$ cat config.mk
export PLATFORM = sky130hd
export DESIGN_NAME = obi_arbiter_2to1
export DESIGN_NICKNAME = d
export VERILOG_FILES = /design/src/rtl/obi_arbiter_2to1.sv
export SDC_FILE = /design/constraint.sdc
export NUM_CORES = 1
export LEC_CHECK = 0
export CAP_MARGIN = 5
export CELL_PAD_IN_SITES_DETAIL_PLACEMENT = 2
export CELL_PAD_IN_SITES_GLOBAL_PLACEMENT = 2
export CORE_MARGIN = 10
export CORE_UTILIZATION = 10
export CTS_CLUSTER_DIAMETER = 200
export DETAILED_ROUTE_END_ITERATION = 10
export MAX_ROUTING_LAYER = met4
export PLACE_DENSITY_LB_ADDON = 0.12
export SYNTH_ARGS = -nofsm -noshare
export SYNTH_HDL_FRONTEND = slang
export SYNTH_SLANG_ARGS = --single-unit
export TNS_END_PERCENT = 10
$ cat constraint.sdc
create_clock -name clk_i -period 5.1 [get_ports clk_i]
set_clock_uncertainty 0.05 [all_clocks]
set_input_delay 1.275 -clock clk_i [delete_from_list [all_inputs] [get_ports clk_i]]
set_output_delay 1.275 -clock clk_i [all_outputs]
set_load 0.05 [all_outputs]
$ cat src/rtl/obi_arbiter_2to1.sv
// Round-robin 2:1 arbiter for the req/gnt/rvalid RAM protocol, in-order owner-ID FIFO for response routing.
// Optional perf counters are built when OBI_ARB_PERF_EN is defined; otherwise the perf ports read 0.
module obi_arbiter_2to1 #(
  parameter int unsigned MAX_OUTSTANDING = 2,
  parameter int unsigned ADDR_WIDTH      = 32,
  parameter int unsigned DATA_WIDTH      = 32
) (
  input  logic                      clk_i,
  input  logic                      rst_ni,
  input  logic                      m0_req_i,
  input  logic                      m1_req_i,
  output logic                      m0_gnt_o,
  output logic                      m1_gnt_o,
  output logic                      m0_rvalid_o,
  output logic                      m1_rvalid_o,
  input  logic [ADDR_WIDTH-1:0]     m0_addr_i,
  input  logic [ADDR_WIDTH-1:0]     m1_addr_i,
  input  logic                      m0_we_i,
  input  logic                      m1_we_i,
  input  logic [DATA_WIDTH/8-1:0]   m0_be_i,
  input  logic [DATA_WIDTH/8-1:0]   m1_be_i,
  input  logic [DATA_WIDTH-1:0]     m0_wdata_i,
  input  logic [DATA_WIDTH-1:0]     m1_wdata_i,
  output logic [DATA_WIDTH-1:0]     m0_rdata_o,
  output logic [DATA_WIDTH-1:0]     m1_rdata_o,
  output logic                      s_req_o,
  input  logic                      s_gnt_i,
  input  logic                      s_rvalid_i,
  output logic [ADDR_WIDTH-1:0]     s_addr_o,
  output logic                      s_we_o,
  output logic [DATA_WIDTH/8-1:0]   s_be_o,
  output logic [DATA_WIDTH-1:0]     s_wdata_o,
  input  logic [DATA_WIDTH-1:0]     s_rdata_i,
  output logic                      proto_err_o,
  output logic [31:0]               perf_grants_o,
  output logic [31:0]               perf_conflicts_o
);

  localparam int unsigned CNT_W = $clog2(MAX_OUTSTANDING + 1);
  localparam int unsigned PTR_W = (MAX_OUTSTANDING > 1) ? $clog2(MAX_OUTSTANDING) : 1;

  logic                       lock_q, lock_d;
  logic                       lock_id_q, lock_id_d;
  logic                       last_grant_q, last_grant_d;
  logic                       proto_err_q, proto_err_d;
  logic [CNT_W-1:0]           count_q, count_d;
  logic [PTR_W-1:0]           wr_ptr_q, wr_ptr_d;
  logic [PTR_W-1:0]           rd_ptr_q, rd_ptr_d;
  logic [MAX_OUTSTANDING-1:0] fifo_q, fifo_d;

  logic sel_c, sel_req_c, full_c, empty_c, hs_c, pop_c, head_c;

  function automatic logic [PTR_W-1:0] ptr_inc(input logic [PTR_W-1:0] p);
    return (p == PTR_W'(MAX_OUTSTANDING - 1)) ? '0 : p + PTR_W'(1);
  endfunction

  // State register
  always_ff @(posedge clk_i or negedge rst_ni) begin
    if (!rst_ni) begin
      lock_q       <= 1'b0;
      lock_id_q    <= 1'b0;
      last_grant_q <= 1'b1;
      proto_err_q  <= 1'b0;
      count_q      <= '0;
      wr_ptr_q     <= '0;
      rd_ptr_q     <= '0;
      fifo_q       <= '0;
    end else begin
      lock_q       <= lock_d;
      lock_id_q    <= lock_id_d;
      last_grant_q <= last_grant_d;
      proto_err_q  <= proto_err_d;
      count_q      <= count_d;
      wr_ptr_q     <= wr_ptr_d;
      rd_ptr_q     <= rd_ptr_d;
      fifo_q       <= fifo_d;
    end
  end

  // Selection, forwarding and response routing (zero latency, forced idle in reset)
  always_comb begin
    sel_c = 1'b0;
    if (lock_q) begin
      sel_c = lock_id_q;
    end else if (m0_req_i && m1_req_i) begin
      sel_c = ~last_grant_q;
    end else if (m1_req_i) begin
      sel_c = 1'b1;
    end
    sel_req_c   = sel_c ? m1_req_i : m0_req_i;
    full_c      = (count_q == CNT_W'(MAX_OUTSTANDING));
    empty_c     = (count_q == '0);
    s_req_o     = rst_ni & sel_req_c & ~full_c;
    hs_c        = s_req_o & s_gnt_i;
    m0_gnt_o    = hs_c & ~sel_c;
    m1_gnt_o    = hs_c & sel_c;
    s_addr_o    = sel_c ? m1_addr_i  : m0_addr_i;
    s_we_o      = sel_c ? m1_we_i    : m0_we_i;
    s_be_o      = sel_c ? m1_be_i    : m0_be_i;
    s_wdata_o   = sel_c ? m1_wdata_i : m0_wdata_i;
    pop_c       = rst_ni & s_rvalid_i & ~empty_c;
    head_c      = fifo_q[rd_ptr_q];
    m0_rvalid_o = pop_c & ~head_c;
    m1_rvalid_o = pop_c & head_c;
    m0_rdata_o  = s_rdata_i;
    m1_rdata_o  = s_rdata_i;
    proto_err_o = proto_err_q;
  end

  // Next state: lock, round-robin pointer, owner FIFO, sticky error
  always_comb begin
    lock_d       = lock_q;
    lock_id_d    = lock_id_q;
    last_grant_d = last_grant_q;
    proto_err_d  = proto_err_q | (s_rvalid_i & empty_c);
    count_d      = count_q;
    wr_ptr_d     = wr_ptr_q;
    rd_ptr_d     = rd_ptr_q;
    fifo_d       = fifo_q;
    if (hs_c) begin
      lock_d           = 1'b0;
      last_grant_d     = sel_c;
      fifo_d[wr_ptr_q] = sel_c;
      wr_ptr_d         = ptr_inc(wr_ptr_q);
    end else if (sel_req_c) begin
      lock_d    = 1'b1;
      lock_id_d = sel_c;
    end
    if (pop_c) begin
      rd_ptr_d = ptr_inc(rd_ptr_q);
    end
    if (hs_c && !pop_c) begin
      count_d = count_q + CNT_W'(1);
    end else if (!hs_c && pop_c) begin
      count_d = count_q - CNT_W'(1);
    end
  end

`ifdef OBI_ARB_PERF_EN
  logic [31:0] perf_grants_q, perf_grants_d;
  logic [31:0] perf_conflicts_q, perf_conflicts_d;

  always_comb begin
    perf_grants_d    = perf_grants_q + 32'(hs_c);
    perf_conflicts_d = perf_conflicts_q + 32'(m0_req_i & m1_req_i & ~lock_q);
  end

  always_ff @(posedge clk_i or negedge rst_ni) begin
    if (!rst_ni) begin
      perf_grants_q    <= '0;
      perf_conflicts_q <= '0;
    end else begin
      perf_grants_q    <= perf_grants_d;
      perf_conflicts_q <= perf_conflicts_d;
    end
  end

  assign perf_grants_o    = perf_grants_q;
  assign perf_conflicts_o = perf_conflicts_q;
`else
  assign perf_grants_o    = 32'd0;
  assign perf_conflicts_o = 32'd0;
`endif

endmodule

### Yosys cells after proc, flatten, opt, wreduce, memory -nomap -nowiden

Index checks and enable logic that the tools add are counted.
Widths: inputs -> output; s select.

| word-level totals | value |
|---|---|
| register bits after elaboration | 10 |
| input port bits | 176 |
| output and inout port bits | 203 |
| word-level logic and storage cells | 62 |

| operators by class | value |
|---|---|
| add/subtract/negate cells | 4 |
| magnitude comparators | 3 |
| eq/ne operators | 1 |
| multiplexer cells | 19 |
| bitwise logic cells | 17 |
| reductions and logical operators | 10 |

Operators with widths:

| cell | number |
|---|---|
| $mux 32 | 2 |
| $mux 1 | 12 |
| $and 1x1->1 | 10 |
| $not 1->1 | 6 |
| $logic_and 1x1->1 | 4 |
| $lt 1x2->1 const B | 2 |
| $mux 2 | 2 |
| $mux 4 | 1 |
| $reduce_bool 2->1 | 2 |
| $add 1x1->1 const B | 2 |
| $add 2x1->2 const B | 1 |
| $bwmux 2 | 1 |
| $eq 2x2->1 const B | 1 |
| $logic_not 1->1 | 2 |
| $logic_not 2->1 | 1 |
| $reduce_and 2->1 | 1 |
| $sub 2x1->2 const B | 1 |
| $demux 1 s1 | 1 |
| $ge 1x1->1 const B | 1 |
| $or 1x1->1 | 1 |

### Depth between registers and ports, before layout

| depth | value |
|---|---|
| depth after elaboration | 11 |
| depth in mapped cells | 7 |
| depth with buffers taken out | 7 |

### Worst setup path after synthesis

Ideal clock, no wire load.

| timing | value |
|---|---|
| path kind | input -> output |
| from | input port m0_req_i |
| to | output port m1_gnt_o |
| arrival time | 2898 ps |
| data required time | 3775 ps |
| slack | 877 ps |
| cell stages on the path | 5 |
| path buffers | 2 |
| cell sequence | a211oi_2 -> a21oi_1 -> buf_6 -> buf_6 -> nor3_1 |

| on the way | value |
|---|---|
| word-level cells in the longest chain between the ends | 8 |

RTL lines:

| what | line | RTL |
|---|---|---|
| from (decl) | 10 | `input logic m0_req_i,` |
| $logic_and 1x1->1 | 85 | `end else if (m0_req_i && m1_req_i) begin` |
| $mux 1 | 85 |  |
| $mux 1 | 83 | `if (lock_q) begin` |
| $mux 1 | 90 | `sel_req_c = sel_c ? m1_req_i : m0_req_i;` |
| $and 1x1->1 (2 in a row) | 93 | `s_req_o = rst_ni & sel_req_c & ~full_c;` |
| $and 1x1->1 | 94 | `hs_c = s_req_o & s_gnt_i;` |
| $and 1x1->1 * | 96 | `m1_gnt_o = hs_c & sel_c;` |
| to (decl) | 13 | `output logic m1_gnt_o,` |

Every way passes the cells marked *; elsewhere a longest branch is shown, timed or not.

### Final worst setup path

Same ends and word-level chain as after synthesis.

==> out/metrics.csv <==
metric;value;unit
outcome;finished clean;
clock_tree.root_cell;clkbuf_16;
crit_cells;5;
r2r_cells;7;
vias_per_cell;2.96;
final_cells;720;
power_leakage;0.00169;µW
synth_cell_types;31;
rows;55;
cts_buffers;3;
drt_iter0_drc;22;
finalCritPeriodShare;0.900;
cp_cell_sequence;clkdlybuf4s50_1 > a21boi_1 > o2bb2ai_2 > nor3_1 > clkdlybuf4s50_1;
drv_cap;0;
final_util;0.179;
timing.hold.ws;0.404;ns
postRouteAntennaNets;0;
r2r_slack;3.09;ns
fmax;218;MHz
fillerInstances;2649;
setup_viol;0;
clk_latency;0.23;ns
hold_depth;1;
path_max_fanout;9;
dr.pass1.iters;3;
crit_buf_inv;2;
num_io_pins;379;
yosysSeqAreaShare;0.107;
critPathKind;input pin to output port;
syn_avg_cell_area;9.24;µm²
swShare;0.590;
dp.final_hpwl;12600;µm
yosys_warnings;0;
fp.dieH;173;µm
required;3.77;ns
ir_worst_vdd;0.272;mV
clk_pin_slew_worst_paths;0.04;ns
layout_setup_ws;0.508;ns
p_sw;1050;µW
cts_resized;0;
core;22800;µm²
worstSetupEndpointType;output port;
maxSlewHeadroom;0.637;
setup-tns-final;0;ns
overflow;0;
timing.final.hold_violations;0;
reg2reg_from;lock_q$_DFFE_PN0P_;
worst_pin_slew;0.542;ns
wirelength;14000;µm
final_nets;583;
synthArstFlopShare;1.00;
grt_pass1_wl;19600;µm
dieArea;30000;µm²
grt_antenna_before_repair;2;
cts_setup_buffers;0;
ctsHtreeMaxLevel;1;
syn_area;2350;µm²
preCtsSetupSlack;0.472;ns
cts_tree;done;
pwr-share-clk;0.087;
drc;0;
die_w;173;µm
r2r_end;count_q[1]$_DFFE_PN0P_;
cp_slowest_stage_delay;0.85;ns
hp-class;flop to flop;
cts.sinks;10;
grt_max_degree;75;
critPathLaunchType;input pin;
ys_dominant_reg_cell;dfrtp_1;
power_density;436;nW/µm²
clock_path_buffers;2;
p_seq_frac;0.084;
crit_family;buffers and inverters;
postCtsHoldBufs;0;
grt_usage;0.0890;
syn_inst;254;
dpl.cell_count;714;
p_comb_frac;0.829;
syn2layout_area_growth;74.2;%
rsz0062_at_grt;false;
ys_ff_latch;10;
initial_core_util;0.103;
p_int;730;µW
cp_slowest_cell;clkdlybuf4s50_1;
period_minus_slack;4.59;ns
drive_gt1_frac;0.267;
numPortBuffers;218;
critPathArrivalTime;3.27;ns
gp_routability_congestion;0.693;
min_to;proto_err_o$_DFF_PN0_;
routedWlPerCell;19.4;µm
grt_pass1_vias;2546;
vias;2128;
slew_viol_final;0;
synth_edf_count;0;
min_from;proto_err_o$_DFF_PN0_;
cp_common_cell;clkdlybuf4s50_1;
## per-layer routing
layer	track usage	wire, µm	vias to the layer above
li1	-	-	960
met1	0.0892	5090	960
met2	0.159	7300	195
met3	0.0414	1460	13
met4	0.0115	142	0
met5	-	0	-
## power by group through the flow
stage	clock (µW)	combinational (µW)	sequential, µW
floorplan	0	1220	138
global placement	0	1510	152
detailed placement	0	1510	151
CTS	158	1520	152
global route	163	1560	156
finish	154	1480	150
## cells in the mapped netlist (2+ instances only)
cell type / count / share of area
o41ai_2: 2 / 0.014
mux2_1: 44 / 0.21
buf_4: 128 / 0.41
xnor2_1: 3 / 0.011
o31ai_1: 3 / 0.0096
xor2_1: 2 / 0.0075
mux2_2: 25 / 0.12
dfrtp_1: 9 / 0.096
inv_1: 3 / 0.0048
buf_2: 2 / 0.0043
mux2i_1: 2 / 0.0085
nor3_1: 2 / 0.0043
buf_6: 6 / 0.029
nor2_1: 6 / 0.0096
## flip-flops by register name (all words and copies together) (netlist names)
signal / cells
rd_ptr_q: 1
proto_err_o: 1
wr_ptr_q: 1
fifo_q: 2
lock_id_q: 1
lock_q: 1
last_grant_q: 1
count_q: 2
## worst max-delay path by stage
stage               startpoint  endpoint  slack (ns)
CTS                   m0_req_i  m1_gnt_o        0.45
floorplan             m0_req_i  m1_gnt_o        0.88
global route          m0_req_i  m1_gnt_o        0.34
global placement      m0_req_i  m1_gnt_o        0.49
detailed placement    m0_req_i  m1_gnt_o        0.47
finish                m0_req_i  m1_gnt_o        0.51
## metrics by stage
stage | area, µm² | power (µW)
2_1_floorplan | 2580 | 1360
3_3_place_gp | 3990 | 1660
3_5_place_dp | 3990 | 1660
4_1_cts | 4080 | 1830
5_1_grt | 4090 | 1880
6_report | 4090 | 1780
## placed cells by master (no fill, tap or decap), types with 2 or more instances in the layout
cell	synthesis	routed
buf_12	0	2
buf_4	128	70
clkbuf_16	0	3
clkdlybuf4s50_1	0	148
conb_1	1	64
dfrtp_1	9	9
diode_2	0	2
inv_1	3	3
mux2_1	44	44
mux2_2	25	25
mux2i_1	2	2
nor2_1	6	6
nor3_1	2	2
o31ai_1	3	3
o41ai_2	2	2
xnor2_1	3	3
xor2_1	2	2
## kinds of logic after synthesis
group	synth area share
xor gates and xnor gates	0.0187
buffers and inverters	0.447
AOI/OAI and AO/OA	0.0491
other	0.00160
and+or+nand+nor	0.0309
adders and majority gates	0.00533
DFF	0.107
muxes	0.340
## area by class of cell
type                            instances  area, µm²  share of cell area
Timing Repair Buffer                  220       2050               0.501
Multi-Input combinational cell        168       1290               0.316
Tap cell                              313        392              0.0958
Sequential cell                        10        251              0.0615
Clock buffer                            4       88.8              0.0217
Inverter                                3       11.3             0.00275
Antenna cell                            2       5.00             0.00122
(Power assumes the default switching activity.)
==> RTL change 1, RTL diff (config.mk and constraints unchanged) <==
The option `OBI_ARB_PERF_EN` is turned on by a define.
--- a/src/rtl/obi_arbiter_2to1.sv
+++ b/src/rtl/obi_arbiter_2to1.sv
@@ -2,2 +2,4 @@
 // Optional perf counters are built when OBI_ARB_PERF_EN is defined; otherwise the perf ports read 0.
+`define OBI_ARB_PERF_EN
+
 module obi_arbiter_2to1 #(
Function: changed (a bounded check fails within 4 cycles, from zero or initial values and one cycle with rst_ni low).
==> RTL change 1 against the original RTL <==
Combinational power up 27%; global-route usage up 0.69 points; design area up 95%; setup slack better by 28 ps; area after synthesis up 99%; total power up 84%; sequential cell count up 64; first-iteration DRC count rose to 5.7 times the old value; routed wire length up 89%; clock power rose to 4.4 times the old value; critical path depth up 1; highest routed layer unchanged.
==> RTL change 1: results (changes against the original RTL) <==
[metrics] total of cells resized after clock tree synthesis: 0 (unchanged)
[metrics] GRT Util Overall: 0.0958 (was 0.0890)
[metrics] per-cell routed wire length: 20.4 µm (was 19.4 µm)
[metrics] final max-slew violation count: 0 (unchanged)
[metrics] final cycle utilization of the critical path: 0.895 (was 0.900)
[metrics] transition time at the pin with the least slew margin: 630 ps (was 542 ps)
[metrics] detailed-routed wire length on met3: 3220 µm (was 1460 µm)
[metrics] number of nets in the finished design: 850 (was 583)
[metrics] total of buffers placed on input and output ports: 282 (was 218)
[metrics] slowest library cell on the worst path: clkdlybuf4s50_1 (unchanged)
[metrics] clock root buffer master: clkbuf_16 (unchanged)
[metrics] result of the run: finished clean (unchanged)
[metrics] pin count of the biggest net entering global routing: 37 (was 75)
[metrics] number of CTS-inserted buffers: 9 (was 3)
[metrics] worst hold path class: flip-flop to flip-flop (unchanged)
[metrics] Synth area leaders: dfrtp_1, mux2_2, buf_4 (was buf_4, mux2_1, mux2_2)
[metrics] Worst path max stage delay: 570 ps (was 850 ps)
[metrics] CTS max path bufs: 2 (unchanged)
[metrics] number of H-tree branching levels: 3 (was 1)
[metrics] maximum resistive drop on vdd: 0.207 mV (was 0.272 mV)
[metrics] Syn Nets: roughly 630
[metrics] top routing layer in use: met4 (unchanged)
[metrics] cell count after synthesis: 446 (was 254)
[metrics] sequential-to-total area share from yosys stat: 0.398 (was 0.107)
[metrics] static leakage power: 3.27 nW (was 1.69 nW)
[metrics] Commonest cells post-synth: dfrtp_1, mux2_2, buf_4 (was buf_4, mux2_1, mux2_2)
[metrics] Max FO, Critical Path: 33 (was 9)
[metrics] Synth warnings: 0 (unchanged)
[metrics] number of placed instances, taps included: 1264 (was 714)
[metrics] clock latency on the worst-skew pair: 360 ps (was 230 ps)
[metrics] met2 wire length: 13400 µm (was 7300 µm)
[metrics] CP top delay family: buffers and inverters (unchanged)
[metrics] pre-CTS setup slack: 484 ps (was 472 ps)
[metrics] number of global-route vias before repair: 5172 (was 2546)
[metrics] async set or reset register ratio after synthesis: 1.00 (unchanged)
[metrics] distinct cell type count of the synthesized netlist: 35 (was 31)
[metrics] Met1 Routed Length: 9450 µm (was 5090 µm)
[metrics] number of antenna violations at the first check in global routing: 16 (was 2)
[metrics] number of search-and-repair iterations in the first detailed-routing pass: 4 (was 3)
[metrics] Reg clk slew, reported paths: 60 ps (was 40 ps)
[metrics] global-route wire length before repair: 38000 µm (was 19600 µm)
[metrics] Final GP Congestion: 0.750 (was 0.693)
[metrics] average via count per standard cell: 3.28 (was 2.96)
[metrics] Initial DRC Count: 125 (was 22)
[metrics] fraction of layout cells with a size suffix above 1: 0.256 (was 0.267)
[metrics] total setup buffers inserted after CTS: 0 (unchanged)
[metrics] HPWL after detailed placement: 22600 µm (was 12600 µm)
[metrics] Vias: 4254 (was 2128)
[RTL change 1: power breakdown]
group,switching [mW],total (mW),internal [mW]
sequential,0.0758,0.729,0.654
clock,0.293,0.673,0.381
combinational,1.19,1.88,0.685
total,1.56,3.28,1.72
[RTL change 1: cell families after synthesis]
family	Yosys count	share of synthesized area
buffers and inverters	89	0.125
adder cells (fa/ha/maj)	6	0.0161
multiplexers	71	0.171
AO/OA/AOI/OAI	14	0.0191
AND/OR/NAND/NOR	127	0.148
XOR/XNOR	65	0.122
flip-flops	74	0.398
[RTL change 1: routing by layer]
| layer | global-route usage | vias up |
|---|---|---|
| met5 | - | - |
| met4 | 0.0299 | 0 |
| met3 | 0.0576 | 17 |
| met2 | 0.163 | 256 |
| met1 | 0.0891 | 2027 |
| li1 | - | 1954 |
[RTL change 1: stage by stage]
stage                     hold WS (ps)  area, µm²
after floorplan                    400       4660
after global placement             391       7630
after detailed placement           416       7630
after CTS                          427       7930
after global routing               458       7970
final                              413       7970
[RTL change 1: layout make-up]
type / instances / area, µm²
Sequential cell: 74 / 1850
Fill cell: 5259 / 38300
Clock inverter: 6 / 66.3
Timing Repair Buffer: 290 / 2750
Tap cell: 607 / 759
Multi-Input combinational cell: 283 / 2240
Clock buffer: 10 / 229
Antenna cell: 16 / 40.0
Inverter: 10 / 37.5
[RTL change 1: final timing paths]
path	start	end	slack (ps)	cells past startpoint
max	m0_req_i	s_wdata_o[31]	540	6
min	proto_err_o	proto_err_o	410	1
max reg2reg	lock_q	perf_conflicts_o[26]	2240	8
min reg2reg	proto_err_o	proto_err_o	410	1
max in group asynchronous	rst_ni	perf_grants_o[30]	3420	2
min in group asynchronous	rst_ni	lock_q	760	1
==> RTL change 2, RTL diff (config.mk and constraints unchanged) <==
Made on the original files. Register the output `proto_err_o`, cleared by the reset; this adds one clock of latency there. The other outputs are not delayed to match.
--- a/src/rtl/obi_arbiter_2to1.sv
+++ b/src/rtl/obi_arbiter_2to1.sv
@@ -40,2 +40,4 @@
   localparam int unsigned PTR_W = (MAX_OUTSTANDING > 1) ? $clog2(MAX_OUTSTANDING) : 1;
+
+  logic proto_err_c;
 
@@ -106,3 +108,3 @@
     m1_rdata_o  = s_rdata_i;
-    proto_err_o = proto_err_q;
+    proto_err_c = proto_err_q;
   end
@@ -164,2 +166,10 @@
 
+  always_ff @(posedge clk_i or negedge rst_ni) begin
+    if (!rst_ni) begin
+      proto_err_o <= '0;
+    end else begin
+      proto_err_o <= proto_err_c;
+    end
+  end
+
 endmodule
Check against the original RTL: not equivalent (Yosys sat finds a counterexample within 4 cycles, from zero or initial values and one cycle with rst_ni low).
==> RTL change 2 against the original RTL <==
Count of clock-buffer cells in the layout stayed put; setup slack improved by 68 ps; sequential cell count up 1; total power fell by 0.17%; critical path depth unchanged; highest routed layer unchanged; design area increased by 0.80%; cell count grew 1.1%; area after synthesis rose by 1.1%; routed wire length fell by 6.2%.
==> RTL change 2: results (changes against the original RTL) <==
[metrics] sequential-to-total area share from yosys stat: 0.117 (was 0.107)
[metrics] distinct cell type count of the synthesized netlist: 31 (unchanged)
[metrics] capture point of the worst path: s_req_o (was m1_gnt_o)
[metrics] synthesized-area fraction occupied by ao, oa, aoi and oai cells: 0.0485 (was 0.0491)
[metrics] slowest library cell on the worst path: clkdlybuf4s50_1 (unchanged)
[metrics] async set or reset register ratio after synthesis: 1.00 (unchanged)
[metrics] CTS max path bufs: 2 (unchanged)
[metrics] Fin Setup TNS: 0 ps (unchanged)
[metrics] total of buffers placed on input and output ports: 218 (unchanged)
[metrics] post-synthesis share of cell area spent on full adders, half adders and majority gates: 0.00528 (was 0.00533)
[metrics] Final GP Congestion: 0.709 (was 0.693)
[metrics] maximum resistive drop on vdd: 0.176 mV (was 0.272 mV)
[metrics] number of antenna violations at the first check in global routing: 1 (was 2)
[metrics] Final Instance Count excl. Fillers: 728 (was 720)
[metrics] fraction of synthesized area in multiplexers: 0.336 (was 0.340)
[metrics] number of search-and-repair iterations in the first detailed-routing pass: 4 (was 3)
[metrics] Synth area leaders: buf_4, mux2_1, mux2_2 (unchanged)
[metrics] flop-to-flop setup slack: 3070 ps (was 3090 ps)
[metrics] global-route wire length before repair: 18300 µm (was 19600 µm)
[metrics] Flop+latch power: 0.160 mW (was 0.150 mW)
[metrics] worst hold path class: flip-flop to flip-flop (unchanged)
[metrics] pin count of the biggest net entering global routing: 67 (was 75)
[metrics] static leakage power: 1.71 nW (was 1.69 nW)
[metrics] final cycle utilization of the critical path: 0.887 (was 0.900)
[metrics] Min Hold Slack: 336 ps (was 404 ps)
[metrics] combined buffer and inverter count along the critical path: 2 (unchanged)
[metrics] Commonest cells post-synth: buf_4, mux2_1, mux2_2 (unchanged)
[metrics] HPWL after detailed placement: 11800 µm (was 12600 µm)
[metrics] number of nets in the finished design: 586 (was 583)
[metrics] fraction of layout cells with a size suffix above 1: 0.270 (was 0.267)
[metrics] utilization after layout: 0.176 (was 0.179)
[metrics] number of H-tree branching levels: 1 (unchanged)
[metrics] Critical path origin: m0_req_i (unchanged)
[metrics] switching fraction of total power: 0.589 (was 0.590)
[metrics] number of placed instances, taps included: 723 (was 714)
[metrics] Synth warnings: 0 (unchanged)
[metrics] clock root buffer master: clkbuf_16 (unchanged)
[metrics] Fillers: 2757 (was 2649)
[metrics] Vias: 2150 (was 2128)
[metrics] parity-gate share of the synthesized area counting xor and xnor cells: 0.0185 (was 0.0187)
[metrics] result of the run: finished clean (unchanged)
[metrics] pre-CTS setup slack: 572 ps (was 472 ps)
[metrics] Worst Reg-to-Reg Cells: 8 (was 7)
[metrics] transition time at the pin with the least slew margin: 540 ps (was 542 ps)
[metrics] cell count after synthesis: 255 (was 254)
[metrics] Initial DRC Count: 20 (was 22)
[metrics] number of global-route vias before repair: 2421 (was 2546)
[metrics] GRT Util Overall: 0.0813 (was 0.0890)
[metrics] Post-Place Cell Area: 4040 µm² (was 3990 µm²)
[metrics] routed wire length: 13100 µm (was 14000 µm)
[metrics] combinational fraction of design power: 0.831 (was 0.829)
[metrics] Reg clk slew, reported paths: 40 ps (about the same)
[RTL change 2: cell count changes in the layout (fill, tap and decap cells not counted), sizes merged]
cell	unedited run	this run
clkdlybuf4s50	148	147
buf	72	75
dfrtp	9	10
diode	2	1
[RTL change 2: worst min-delay path by stage]
stage,start,to,cells after the start
after floorplan,proto_err_c,proto_err_o,0
after global placement,proto_err_c,proto_err_o,0
after detailed placement,proto_err_c,proto_err_o,0
after CTS,proto_err_c,proto_err_o,0
after global routing,proto_err_c,proto_err_o,0
final,proto_err_c,proto_err_o,0
[RTL change 2: routing by layer]
| layer | wire length [µm] | vias to the layer above | share of wire | global-route usage |
|---|---|---|---|---|
| met2 | 7060 | 172 | 0.54 | 0.151 |
| li1 | - | 970 | - | - |
| met1 | 4630 | 994 | 0.35 | 0.0780 |
| met4 | 117 | 0 | 0.0089 | 0.0125 |
| met5 | 0 | - | 0 | - |
| met3 | 1320 | 14 | 0.10 | 0.0353 |
[RTL change 2: kinds of logic after synthesis]
group	after synthesis
AO/OA/AOI/OAI	12
XOR/XNOR	5
adder cells (fa/ha/maj)	1
buffers and inverters	139
flip-flops	11
multiplexers	71
other	1
AND/OR/NAND/NOR	15
[RTL change 2: worst register-to-register path: cells and delay by family, from the launching register on]
kind,cells,cell delay (ps)
xor+xnor,2,320
fa+ha+maj,1,210
compound gates,2,530
flops,1,480
buf+inv,1,180
simple gates,2,200
[RTL change 2: area by class of cell]
type                    instances  area share
inverters                       3     0.00273
multi-input cells             168       0.314
well taps                     319      0.0969
diodes                          1    0.000607
clock buffers                   4      0.0191
flip-flops and latches         11      0.0671
repair buffers                222       0.500
